===== src/rtl/grid_draw_sequencer.sv =====
// Grid-line sequencer: runs the horizontal then vertical line drawers once per start
// request and turns their local counts into registered VGA plot writes.
module grid_draw_sequencer #(
    parameter logic [7:0] ORIGIN_X  = 8'd20,
    parameter logic [6:0] ORIGIN_Y  = 7'd10,
    parameter logic [4:0] PITCH     = 5'd2,
    parameter logic [3:0] NUM_LINES = 4'd10,
    parameter logic [2:0] THICK_COL = 3'b000,
    parameter logic [2:0] THIN_COL  = 3'b111
) (
    input  logic       clk,
    input  logic       reset,
    input  logic       start,
    input  logic [4:0] h_x,
    input  logic [1:0] h_y,
    input  logic       h_done,
    input  logic [1:0] v_x,
    input  logic [4:0] v_y,
    input  logic       v_done,
    output logic       h_enable,
    output logic       v_enable,
    output logic [7:0] vga_x,
    output logic [6:0] vga_y,
    output logic [2:0] colour,
    output logic       plot,
    output logic       busy,
    output logic       done
);

    typedef enum logic [2:0] {
        S_IDLE,
        S_H_LINE,
        S_H_GAP,
        S_V_LINE,
        S_V_GAP,
        S_FINISH
    } state_t;

    state_t     state_q, state_d;
    logic [3:0] idx_q, idx_d;

    logic [7:0] offset;
    logic       pix_valid;
    logic [7:0] pix_x;
    logic [6:0] pix_y;
    logic [2:0] pix_col;

    logic [7:0] vga_x_q;
    logic [6:0] vga_y_q;
    logic [2:0] colour_q;
    logic       plot_q;

    always_ff @(posedge clk) begin
        if (reset) begin
            state_q <= S_IDLE;
            idx_q   <= 4'd0;
        end else begin
            state_q <= state_d;
            idx_q   <= idx_d;
        end
    end

    always_comb begin
        state_d = state_q;
        idx_d   = idx_q;
        case (state_q)
            S_IDLE: begin
                if (start) begin
                    state_d = S_H_LINE;
                    idx_d   = 4'd0;
                end
            end
            S_H_LINE: if (h_done) state_d = S_H_GAP;
            S_H_GAP: begin
                if (idx_q < NUM_LINES - 4'd1) begin
                    idx_d   = idx_q + 4'd1;
                    state_d = S_H_LINE;
                end else begin
                    idx_d   = 4'd0;
                    state_d = S_V_LINE;
                end
            end
            S_V_LINE: if (v_done) state_d = S_V_GAP;
            S_V_GAP: begin
                if (idx_q < NUM_LINES - 4'd1) begin
                    idx_d   = idx_q + 4'd1;
                    state_d = S_V_LINE;
                end else begin
                    state_d = S_FINISH;
                end
            end
            S_FINISH: state_d = S_IDLE;
            default:  state_d = S_IDLE;
        endcase
    end

    // Enables drop for a whole gap cycle so the drawers clear their counts between lines.
    always_comb begin
        h_enable = 1'b0;
        v_enable = 1'b0;
        busy     = 1'b0;
        done     = 1'b0;
        case (state_q)
            S_H_LINE: begin h_enable = 1'b1; busy = 1'b1; end
            S_H_GAP:  busy = 1'b1;
            S_V_LINE: begin v_enable = 1'b1; busy = 1'b1; end
            S_V_GAP:  busy = 1'b1;
            S_FINISH: done = 1'b1;
            default:  ;
        endcase
    end

    assign offset  = {4'd0, idx_q} * {3'd0, PITCH};
    assign pix_col = (idx_q % 4'd3 == 4'd0) ? THICK_COL : THIN_COL;

    always_comb begin
        pix_valid = 1'b0;
        pix_x     = vga_x_q;
        pix_y     = vga_y_q;
        if (state_q == S_H_LINE) begin
            pix_valid = !h_done;
            pix_x     = ORIGIN_X + {3'd0, h_x};
            pix_y     = ORIGIN_Y + offset[6:0] + {5'd0, h_y};
        end else if (state_q == S_V_LINE) begin
            pix_valid = !v_done;
            pix_x     = ORIGIN_X + offset + {6'd0, v_x};
            pix_y     = ORIGIN_Y + {2'd0, v_y};
        end
    end

    always_ff @(posedge clk) begin
        if (reset) begin
            vga_x_q  <= 8'd0;
            vga_y_q  <= 7'd0;
            colour_q <= 3'd0;
            plot_q   <= 1'b0;
        end else begin
            plot_q <= pix_valid;
            if (pix_valid) begin
                vga_x_q  <= pix_x;
                vga_y_q  <= pix_y;
                colour_q <= pix_col;
            end
        end
    end

    assign vga_x  = vga_x_q;
    assign vga_y  = vga_y_q;
    assign colour = colour_q;
    assign plot   = plot_q;

endmodule


===== config.mk =====
export PLATFORM = sky130hd
export DESIGN_NAME = grid_draw_sequencer
export DESIGN_NICKNAME = d
export VERILOG_FILES = /design/src/rtl/grid_draw_sequencer.sv
export SDC_FILE = /design/constraint.sdc
export NUM_CORES = 1
export LEC_CHECK = 0
export ABC_AREA = 0
export CAP_MARGIN = 20
export CORE_MARGIN = 2
export CORE_UTILIZATION = 51
export CTS_BUF_LIST = sky130_fd_sc_hd__clkbuf_8 sky130_fd_sc_hd__clkbuf_16
export DETAILED_ROUTE_END_ITERATION = 12
export DONT_BUFFER_PORTS = 1
export GPL_TIMING_DRIVEN = 0
export PLACE_DENSITY = 0.8
export SETUP_SLACK_MARGIN = 0.2
export SLEW_MARGIN = 20
export SYNTH_ARGS = -nofsm -noshare
export SYNTH_HDL_FRONTEND = slang
export SYNTH_SLANG_ARGS = --single-unit

===== constraint.sdc =====
create_clock -name clk -period 2.9 [get_ports clk]
set_clock_uncertainty 0.1 [all_clocks]
set_input_delay 0.145 -clock clk [delete_from_list [all_inputs] [get_ports clk]]
set_output_delay 0.145 -clock clk [all_outputs]
set_load 0.05 [all_outputs]

; Word-level counts from Yosys, hierarchy flattened
; Index checks and enable logic that the tools add are counted.
[totals]
output_inout_bits = 23
reg_bits = 26
[op_classes]
n_eq_ne = 9
n_addsub = 7
magnitude_cmp = 1
div_mod_pow = 1
reduce_logical = 10
muxes = 21
[ops]
columns = op, count
row1 = 8-bit 2-to-1 mux, 2
row2 = 3-bit 2-to-1 mux, 5
row3 = 3-bit case mux with 5 select lines, 1
row4 = 6-bit by 2-bit adder with 7-bit output, 2
row5 = 7-bit 2-to-1 mux, 2
row6 = "4-bit by 5-bit adder with 6-bit output, first input constant", 2
row7 = "5-bit by 5-bit adder with 6-bit output, first input constant", 2
row8 = 4-bit 2-to-1 mux, 3
row9 = 4-bit case mux with 3 select lines, 1
row10 = "2-bit inequality test, second input constant", 4
row11 = "3-bit by 2-bit == test with 1-bit output, second input constant", 2
row12 = "3-bit == test, second input constant", 2
row13 = 1-bit 2-to-1 mux, 6
row14 = 3-bit AND reduction, 2
row15 = "4-bit by 1-bit adder with 4-bit output, second input constant", 1
row16 = 4-bit zero test, 1
row17 = "4-bit less-than comparator, second input constant", 1
row18 = "4-bit by 2-bit remainder unit with 4-bit output, second input constant", 1
row19 = 4-bit OR reduction, 1
row20 = "3-bit by 1-bit == test with 1-bit output, second input constant", 1
row21 = 3-bit zero test, 1
row22 = 3-bit nonzero test, 1
row23 = 1-bit zero test, 2
row24 = 2-bit 2-to-1 mux, 1
row25 = 2 further kinds, 2

; Logic depth before layout (Yosys ltp)
; Gate-level depths: netlist (run 1).
[depth]
depth_word = 4
depth_mapped = 13
mapped_depth_nobuf = 13

; Worst setup path before layout (run 1)
; Ideal clock, no wire load.
[synth_path]
path_kind = reg2reg
startpoint = reg idx_q[2]
endpoint = reg colour_q[1], in the netlist colour[1]
path_buffers = 0
setup_ps = 91
path_slack_ps = 11
arrival_time_ps = 2698
required_ps = 2709
path_stages_with_launch = 14
period_less_slack_ps = 2889
path_cell_list = dfxtp_1 ha_1 nand2_1 xnor2_1 inv_1 ha_1 a21boi_4 xnor2_1 ha_1 or2_2 o32a_1 a211oi_1 o32ai_1 a311oi_1
[synth_via]
elab_chain_cells = 3
[synth_rtl]
columns = element, line_no
row1 = "start, declared", 40  ; logic [3:0] idx_q, idx_d;
row2 = "start signal, assigned", 59  ; idx_q <= idx_d;
row3 = 4-bit by 2-bit remainder unit with 4-bit output, 114  ; assign pix_col = (idx_q % 4'd3 == 4'd0) ? THICK_COL : THIN_COL;
row4 = 4-bit zero test, 114
row5 = 3-bit 2-to-1 mux, 114
row6 = "end signal, assigned", 142  ; colour_q <= pix_col;
row7 = "end, declared", 50  ; logic [2:0] colour_q;
; Every way passes these cells.
; A chain may end at the register's enable or synchronous reset.

; Final worst setup path (run 1)
; Ends and elaborated chain as after synthesis.

==> reports/metrics.yaml, run 1 <==
global_routing:
  grt_pass1_wl_um: 6380
  grt_pass1_vias: 1384
  antenna_found_initial: 0
  grt.overflow.total: 0
  grt_start_max_net_pins: 12
  gr-usage-all-layers_pct: 23.4
finish:
  multi_input_area_um2: 1140
  nets: 261
  seq_area_um2: 430
  area_delta_synth_final_pct: 24.2
  n_antenna_cell: 0
  fin_util_pct: 66.4
  drive_above_1_share_pct: 27.9
  num-fill-cells: 253
place:
  numPortBuffers: 0
  dp_hpwl_um: 2550
  routabilityCongestion: 0.845
clock_network:
  root_buffer: "clkbuf_8"
  clkSlewWorstSetupHoldPaths_ns: 0.08
  numCtsBuffers: 3
  htreeDepth: 1
  cts_tree: "done"
  clock-sinks: 21
  clk_path_buf_depth: 2
  insertion_delay_ns: 0.27
power_and_ir_drop:
  ir_drop_mv: 0.277
  power_uw: 759
  power_density_nw_per_um2: 377
  cellLeakagePower_uw: 0.000859
synthesis:
  synth_edf_count: 0
  syn_area_per_cell_um2: 8.31
  syn-cell-area_um2: 1620
  ys_ff_latch: 21
  synth_flop_cell: "dfxtp_1"
  synth_cell_type_count: 45
  yosysWarnings: 0
  syn_inst: 195
  ys_seq_area_share_pct: 25.9
  synth-async-reset-ratio_pct: 0
critical_path:
  cp-end-kind: "register"
  setup.worst_path.class: "reg -> reg"
  critPathMostFrequentCell: "ha_4"
  crit_path_top_delay_cell: "dfxtp_4"
  max_stage_delay_ns: 0.40
  cp.required_ns: 2.98
  r2r_end: "colour[1]"
  timing.rr.start: "idx_q[2]"
  worstPathMaxFanout: 4
  rrSetupSlack_ns: 0.18
  path_cells: "ha_4 > nand2_4 > xnor2_4 > inv_2 > ha_4 > a21boi_4 > xnor2_2 > ha_2 > or2_4 > o32a_1 > a211oi_2 > o32ai_2 > a311oi_1"
  rr_worst_depth: 13
  critPathArrivalTime_ns: 2.81
  critPathLaunchType: "register"
drt:
  drc: 0
  num_vias: 1464
  ant_nets: 0
  first_pass_iters: 4
  wl_per_cell_um: 15.1
  drt_iter0_markers: 50
  drt-total-wl_um: 4030
  vias_per_cell: 5.50
min_path:
  min_to: "vga_y[3]"
  hold_start: "v_y[3]"
  hold_path_class: "in -> reg"
  whs_path_depth: 3
timing:
  finalCritPeriodShare_pct: 93.9
  max_slew_margin_pct: 22.1
  hold_viol: 0
  drv_slew: 0
  tightest_slew_ns: 1.16
  fmax_ghz: 0.367
  fin_crit_ns: 2.72
  rsz0062_at_grt: "true"
  setup_viol: 0
die:
  num_rows: 20
  start_util_pct: 53.5
  pin_count: 42
  design.core.area_um2: 3030
  die_y_um: 60.4
  fp.dieW_um: 60.4
  dieArea_um2: 3640
run_status:
  status: "complete, no violations"
job:
  drv_cap: 0
[power by group]
part           switching (uW)  internal, uW
clock                     103          94.8
sequential               60.6           304
combinational             121          75.1
total                     285           474
[repair_timing]
action                                 4_1_cts  5_1_grt
hold buffers                                 8        0
gates resized for setup                      5       16
buffers inserted                             7        6
endpoints found under the hold margin        6        0
pin swaps                                    2       10
setup endpoints to repair                    1        1
[area by class of cell]
| type | instances | area share (%) |
|---|---|---|
| plain buffers | 15 | 4.85 |
| clock buffers | 3 | 2.05 |
| clock inverters | 1 | 0.187 |
| inverters | 14 | 3.05 |
| multi-input cells | 147 | 56.9 |
| flip-flops and latches | 21 | 21.4 |
| well taps | 44 | 2.74 |
| repair buffers | 21 | 8.83 |
[cell usage in the layout, fill, tap and decap left out, types with 3 or more instances in the layout]
cell type,n
dlygate4sd3_1,8
buf_2,6
nand2_1,26
nor2b_1,3
nand3_1,3
conb_1,3
xnor2_1,9
ha_4,3
inv_1,10
ha_1,14
a21oi_1,10
a311oi_2,7
nor2_1,21
o211ai_1,3
dfxtp_1,17
o21ai_0,7
clkbuf_8,3
buf_4,18
[through the flow]
step	area, um2	hold slack [ns]	cells	worst slack (ns)	setup TNS, ns
4_1_cts	1900	0.0246	260	0.210	0
3_3_place_gp	1700	0.236	241	0.0243	0
6_report	2010	0.0250	266	0.176	0
3_5_place_dp	1700	0.240	241	-0.0531	-0.0531
5_1_grt	2010	0.0363	266	0.0679	0
2_1_floorplan	1640	0.230	197	0.210	0
[critical path, delay by kind of cell, from the launching register on]
family,cells,cell delay (ns)
simple gates,2,0.29
compound gates,5,0.96
fa+ha+maj,3,0.52
buf+inv,1,0.07
flops,1,0.40
xor+xnor,2,0.31
[cell families after synthesis]
family,count (synthesis),synth area share [%]
AO/OA/AOI/OAI,44,23.1
XOR/XNOR,12,6.49
adder cells (fa/ha/maj),19,14.7
buffers and inverters,29,9.50
flip-flops,21,25.9
multiplexers,2,1.24
other,1,0.231
AND/OR/NAND/NOR,67,18.8
[cells in the mapped netlist, types with 2 or more instances]
cell	count	area share [%]
buf_2	6	1.9
and2_1	2	0.77
nand2_1	27	6.3
xnor2_1	11	5.9
or3b_1	2	1.1
nor2_1	21	4.9
inv_1	12	2.8
a21oi_1	10	3.1
o21ai_0	7	2.2
clkbuf_1	2	0.46
buf_4	5	2.3
nand3_1	3	0.93
or2_2	2	0.77
a211oi_1	3	1.4
nor2b_1	3	1.2
dfxtp_1	21	26
a311oi_2	7	6.5
o211ai_1	3	1.4
and2b_2	2	1.1
buf_6	2	1.4
mux2i_1	2	1.2
ha_1	19	15
[registers in the layout, summed over array words and instances (netlist names)]
register and flops:
vga_y 6, idx_q 4, state_q 3, plot 1, vga_x 6, colour 1
[layer usage]
layer / vias to the layer above / share of wire (%) / track usage, %
met3: 7 / 6.8 / 7.46
met4: 0 / 1.0 / 7.62
met5: - / 0 / 0
met2: 57 / 50 / 39.3
met1: 681 / 42 / 28.3
li1: 719 / - / -
[worst max path at each step]
stage,cells past startpoint,to,startpoint,slack [ns]
floorplan,13,colour[1],idx_q[3],0.21
global placement,13,colour[1],idx_q[3],0.02
detailed placement,13,colour[1],idx_q[3],-0.05
CTS,13,colour[1],idx_q[2],0.21
global route,13,colour[1],idx_q[2],0.07
finish,13,colour[1],idx_q[2],0.18
Power figures use the tool's default switching activity.
==> inputs of run 2 (changes only) <==
Settings changed: CORE_UTILIZATION 51 to 55, PLACE_DENSITY 0.8 to 0.84, RECOVER_POWER set to 50.
==> reports/metrics.yaml, run 2 (synthesis gave the netlist of run 1 again) <==
run_status:
  status: "complete, no violations"
timing:
  finalCritPeriodShare_pct: 93.0
  setup_viol: 0
  rsz0062_at_grt: "true"
  setup_tns_ns: 0
  fin_crit_ns: 2.70
  hold_viol: 0
  fmax_ghz: 0.371
  max_slew_margin_pct: 27.6
  drv_slew: 0
  tightest_slew_ns: 1.08
  layout_setup_ws_ns: 0.202
power_and_ir_drop:
  power_density_nw_per_um2: 378
  ir_drop_mv: 0.504
  cellLeakagePower_uw: 0.000825
critical_path:
  r2r_end: "colour[1]"
  critPathLaunchType: "register"
  critPathArrivalTime_ns: 2.77
  cp.required_ns: 2.97
  setup.worst_path.class: "reg -> reg"
  worstPathMaxFanout: 4
  endpoint: "colour[1]"
  timing.rr.start: "idx_q[2]"
  cp-startpoint: "idx_q[2]"
  rr_worst_depth: 13
  rrSetupSlack_ns: 0.20
  cp-end-kind: "register"
clock_network:
  clkSlewWorstSetupHoldPaths_ns: 0.08
  numCtsBuffers: 3
  clk_path_buf_depth: 2
  clock-sinks: 21
  root_buffer: "clkbuf_8"
  insertion_delay_ns: 0.26
  htreeDepth: 1
  cts_tree: "done"
finish:
  fin_cells: 252
  n_antenna_cell: 0
  drive_above_1_share_pct: 26.7
  mostFrequentLayoutCell: "nand2_1"
  area_delta_synth_final_pct: 22.5
  stdcell_area_um2: 1980
  mostFrequentLayoutCells: "26 x nand2_1, 21 x nor2_1, 17 x dfxtp_1"
  nets: 260
drt:
  vias_per_cell: 5.68
  first_pass_iters: 4
  wl_per_cell_um: 15.4
  drt-total-wl_um: 3870
  num_vias: 1431
  drc: 0
  ant_nets: 0
  drt_iter0_markers: 67
global_routing:
  grtUsageMet3_pct: 6.47
  grt_pass1_wl_um: 6090
  met2_usage_pct: 40.8
  grt_busiest_layer: "met2"
  grt_start_max_net_pins: 13
  grt_pass1_vias: 1355
  grt.overflow.total: 0
  grt_util_met1_pct: 28.4
  antenna_found_initial: 0
  gr-usage-all-layers_pct: 23.2
job:
  drv_cap: 0
die:
  design.core.area_um2: 2780
  dieArea_um2: 3400
  start_util_pct: 58.3
  fp.dieW_um: 58.3
  die_y_um: 58.3
  num_rows: 19
  pin_count: 42
place:
  dp_slack_ns: -0.0384
  routabilityCongestion: 0.849
  dp_hpwl_um: 2470
  place_inst: 228
  dpl-instance-area_um2: 1680
  numPortBuffers: 0
min_path:
  hold_path_class: "in -> reg"
[run 2: cell count changes in the layout (fill, tap and decap cells not counted), sizes merged]
cell / delta
clkbuf: +3
inv: -1
clkinv: +1
buf: -4
[run 2: area by class of cell]
| class | instances | area [um2] |
|---|---|---|
| clock inverters | 1 | 5.00 |
| fillers | 206 | 797 |
| inverters | 14 | 58.8 |
| flip-flops and latches | 21 | 430 |
| multi-input cells | 147 | 1140 |
| well taps | 31 | 38.8 |
| clock buffers | 3 | 41.3 |
| plain buffers | 15 | 88.8 |
| repair buffers | 20 | 183 |
[run 2: routing by layer]
metal	share of wire (%)	wire, um
met2	49	1880
met5	0	0
met1	45	1730
met3	6.4	249
met4	0.41	16
[run 2: timing repair]
action                     CTS  global route
resized for setup            3            16
buffers inserted             7             5
setup endpoints to repair    1             1
hold buffers                 8             0
hold endpoints to repair     6             0
pin swaps                    2             7
[run 2: how the worst min path moves through the flow]
| stage | startpoint | to | depth (start not counted) |
|---|---|---|---|
| CTS | v_y[3] | vga_y[3] | 3 |
| global placement | h_y[0] | vga_y[0] | 2 |
| finish | h_x[4] | vga_x[4] | 3 |
| global route | h_x[4] | vga_x[4] | 3 |
| detailed placement | h_y[0] | vga_y[0] | 2 |
| floorplan | h_x[0] | vga_x[0] | 2 |
[run 2: stage by stage]
stage	utilization, %	hold slack (ns)	total power (uW)
2_1_floorplan	-	0.230	520
3_3_place_gp	60.5	0.232	547
3_5_place_dp	60.5	0.241	550
4_1_cts	67.9	0.0249	753
5_1_grt	71.3	0.0299	790
6_report	71.3	0.0267	750
[run 2: where the power goes]
| part | internal, uW | switching, uW |
|---|---|---|
| clock network | 95.7 | 96.7 |
| logic | 73.1 | 119 |
| registers | 304 | 61.1 |
[run 2: worst max-delay path, cell delays in order, from the launching register on]
cell      delay (ns)
dfxtp_4         0.37
buf_12          0.13
ha_4            0.16
ha_4            0.16
inv_4           0.05
ha_4            0.13
a21boi_4        0.21
xnor2_2         0.10
ha_2            0.19
or2_4           0.22
o32a_1          0.18
a211oi_2        0.24
o32ai_2         0.12
a311oi_1        0.25
==> inputs of run 3 (changes only) <==
Settings changed: ABC_AREA 0 to 1, HOLD_SLACK_MARGIN set to 0.02.
==> reports/metrics.yaml, run 3 <==
timing:
  hold_slack_ns: 0.0629
  setup_tns_ns: 0
  setup_viol: 0
  max_slew_margin_pct: 35.3
  fin_crit_ns: 2.51
  fmax_ghz: 0.399
  rsz0062_at_grt: "false"
  tightest_slew_ns: 0.970
  hold_viol: 0
  drv_slew: 0
  finalCritPeriodShare_pct: 86.4
synthesis:
  syn_area_per_cell_um2: 6.87
  ys_ff_latch: 21
  synth_cell_type_count: 29
  syn_inst: 229
  ys_seq_area_share_pct: 26.7
  yosysWarnings: 0
  yosys-top-cells-count: "52 x nand2_1, 30 x inv_1, 21 x dfxtp_1"
  yosysMostFrequentCell: "nand2_1"
  syn-cell-area_um2: 1570
  yosysTopAreaCellShare_pct: 26.7
  yosys.area.top_type: "dfxtp_1"
  ys_top_cells_by_area: "dfxtp_1 27%, ha_1 15%, nand2_1 12%"
  synth-async-reset-ratio_pct: 0
  synth_flop_cell: "dfxtp_1"
  synth_edf_count: 0
global_routing:
  grt_start_max_net_pins: 13
  met2_usage_pct: 37.0
  gr-usage-all-layers_pct: 21.9
  grt_util_met1_pct: 27.8
  antenna_found_initial: 0
  grt.overflow.total: 0
  grt_busiest_layer: "met2"
  grtUsageMet3_pct: 5.90
  grt_pass1_wl_um: 5760
  grt_pass1_vias: 1407
drt:
  first_pass_iters: 4
  drt_iter0_markers: 65
  wl_per_cell_um: 12.5
  num_vias: 1475
  vias_per_cell: 5.36
  ant_nets: 0
  drc: 0
  drt-total-wl_um: 3430
critical_path:
  max_stage_delay_ns: 0.58
  path_cells: "inv_2 > nor2_4 > nand2_2 > nand2_1 > clkbuf_1 > a31oi_1 > dlygate4sd3_1"
  critPathLaunchType: "register"
  cp-end-kind: "register"
  setup.worst_path.class: "reg -> reg"
  critPathArrivalTime_ns: 2.56
  crit_buf_inv: 3
  cp.required_ns: 2.96
  cp_top_family: "buffers and inverters"
  crit_path_top_delay_cell: "dlygate4sd3_1"
  worstPathMaxFanout: 10
die:
  start_util_pct: 57.5
  die_y_um: 57.5
  design.core.area_um2: 2730
  pin_count: 42
  fp.dieW_um: 57.5
  dieArea_um2: 3300
  num_rows: 19
clock_network:
  clkSlewWorstSetupHoldPaths_ns: 0.08
  numCtsBuffers: 3
  htreeDepth: 1
  insertion_delay_ns: 0.26
  root_buffer: "clkbuf_8"
  clock-sinks: 21
  clk_path_buf_depth: 2
  postCtsSetupRepairBufs: 0
  cts_tree: "done"
finish:
  area_delta_synth_final_pct: 11.1
  drive_above_1_share_pct: 11.1
  mostFrequentLayoutCells: "53 x nand2_1, 30 x inv_1, 19 x o21ai_0, 19 x ha_1, 19 x dfxtp_1"
  seq_area_um2: 425
  mostFrequentLayoutCell: "nand2_1"
  fin_cells: 275
  n_antenna_cell: 0
  nets: 283
  multi_input_area_um2: 955
  num-fill-cells: 250
power_and_ir_drop:
  power_density_nw_per_um2: 507
  cellLeakagePower_uw: 0.000855
  ir_drop_mv: 0.613
min_path:
  hold_path_class: "in -> reg"
place:
  numPortBuffers: 0
  dp_hpwl_um: 2560
  place_inst: 262
  routabilityCongestion: 0.784
run_status:
  status: "complete, no violations"
job:
  drv_cap: 0
## run 3: stage by stage
stage / utilization (%) / setup WS (ns) / area (um2) / power, uW
after CTS: 64.4 / 0.344 / 1760 / 895
final: 63.9 / 0.395 / 1750 / 885
after floorplan: - / 0.653 / 1580 / 636
after global placement: 59.2 / 0.412 / 1620 / 677
after global routing: 63.9 / 0.209 / 1750 / 932
after detailed placement: 59.4 / 0.360 / 1620 / 684
## run 3: power breakdown
group	internal (uW)	switching [uW]	total, uW
Combinational	91.5	178	269
Sequential	316	101	417
Clock	95.9	102	198
## run 3: final cells by class
cell class              count  area share (%)
multi-input cells         166            54.7
flip-flops and latches     21            24.4
repair buffers              9            5.16
clock buffers               3            2.36
well taps                  31            2.22
clock inverters             1           0.287
plain buffers              10            3.65
inverters                  34            7.31
## run 3: final timing paths
check,slack [ns],cells after the start,from,to
min,0.06,4,v_y[4],vga_y[4]
max,0.39,7,state_q[1],vga_x[0]
min reg2reg,0.49,2,idx_q[0],idx_q[0]
max reg2reg,0.39,7,state_q[1],vga_x[0]
## run 3: worst register-to-register path: stages, from the launching register on
cell and delay (ns):
dfxtp_1 0.44, inv_2 0.08, nor2_4 0.34, nand2_2 0.10
nand2_1 0.21, clkbuf_1 0.42, a31oi_1 0.13, dlygate4sd3_1 0.58
## run 3: per-layer routing
metal / vias to the layer above / wire (um)
li1: 761 / -
met1: 672 / 1520
met2: 40 / 1690
met3: 2 / 207
met4: 0 / 14
met5: - / 0
## run 3: logic make-up (layout without fill, tap and decap cells)
group / count (synthesis) / count (layout) / share of synthesized area (%)
compound gates: 43 / 43 / 14.7
flops: 21 / 21 / 26.7
mux: 2 / 2 / 1.27
simple gates: 96 / 96 / 27.0
buf+inv: 44 / 57 / 13.2
other cells: 1 / 3 / 0.238
xor+xnor: 3 / 3 / 1.67
fa+ha+maj: 19 / 19 / 15.1
## run 3: repair_timing
item	CTS	global route
hold buffers	9	0
hold endpoints to repair	10	0
resized for setup	0	3
endpoints found under the setup margin	0	1
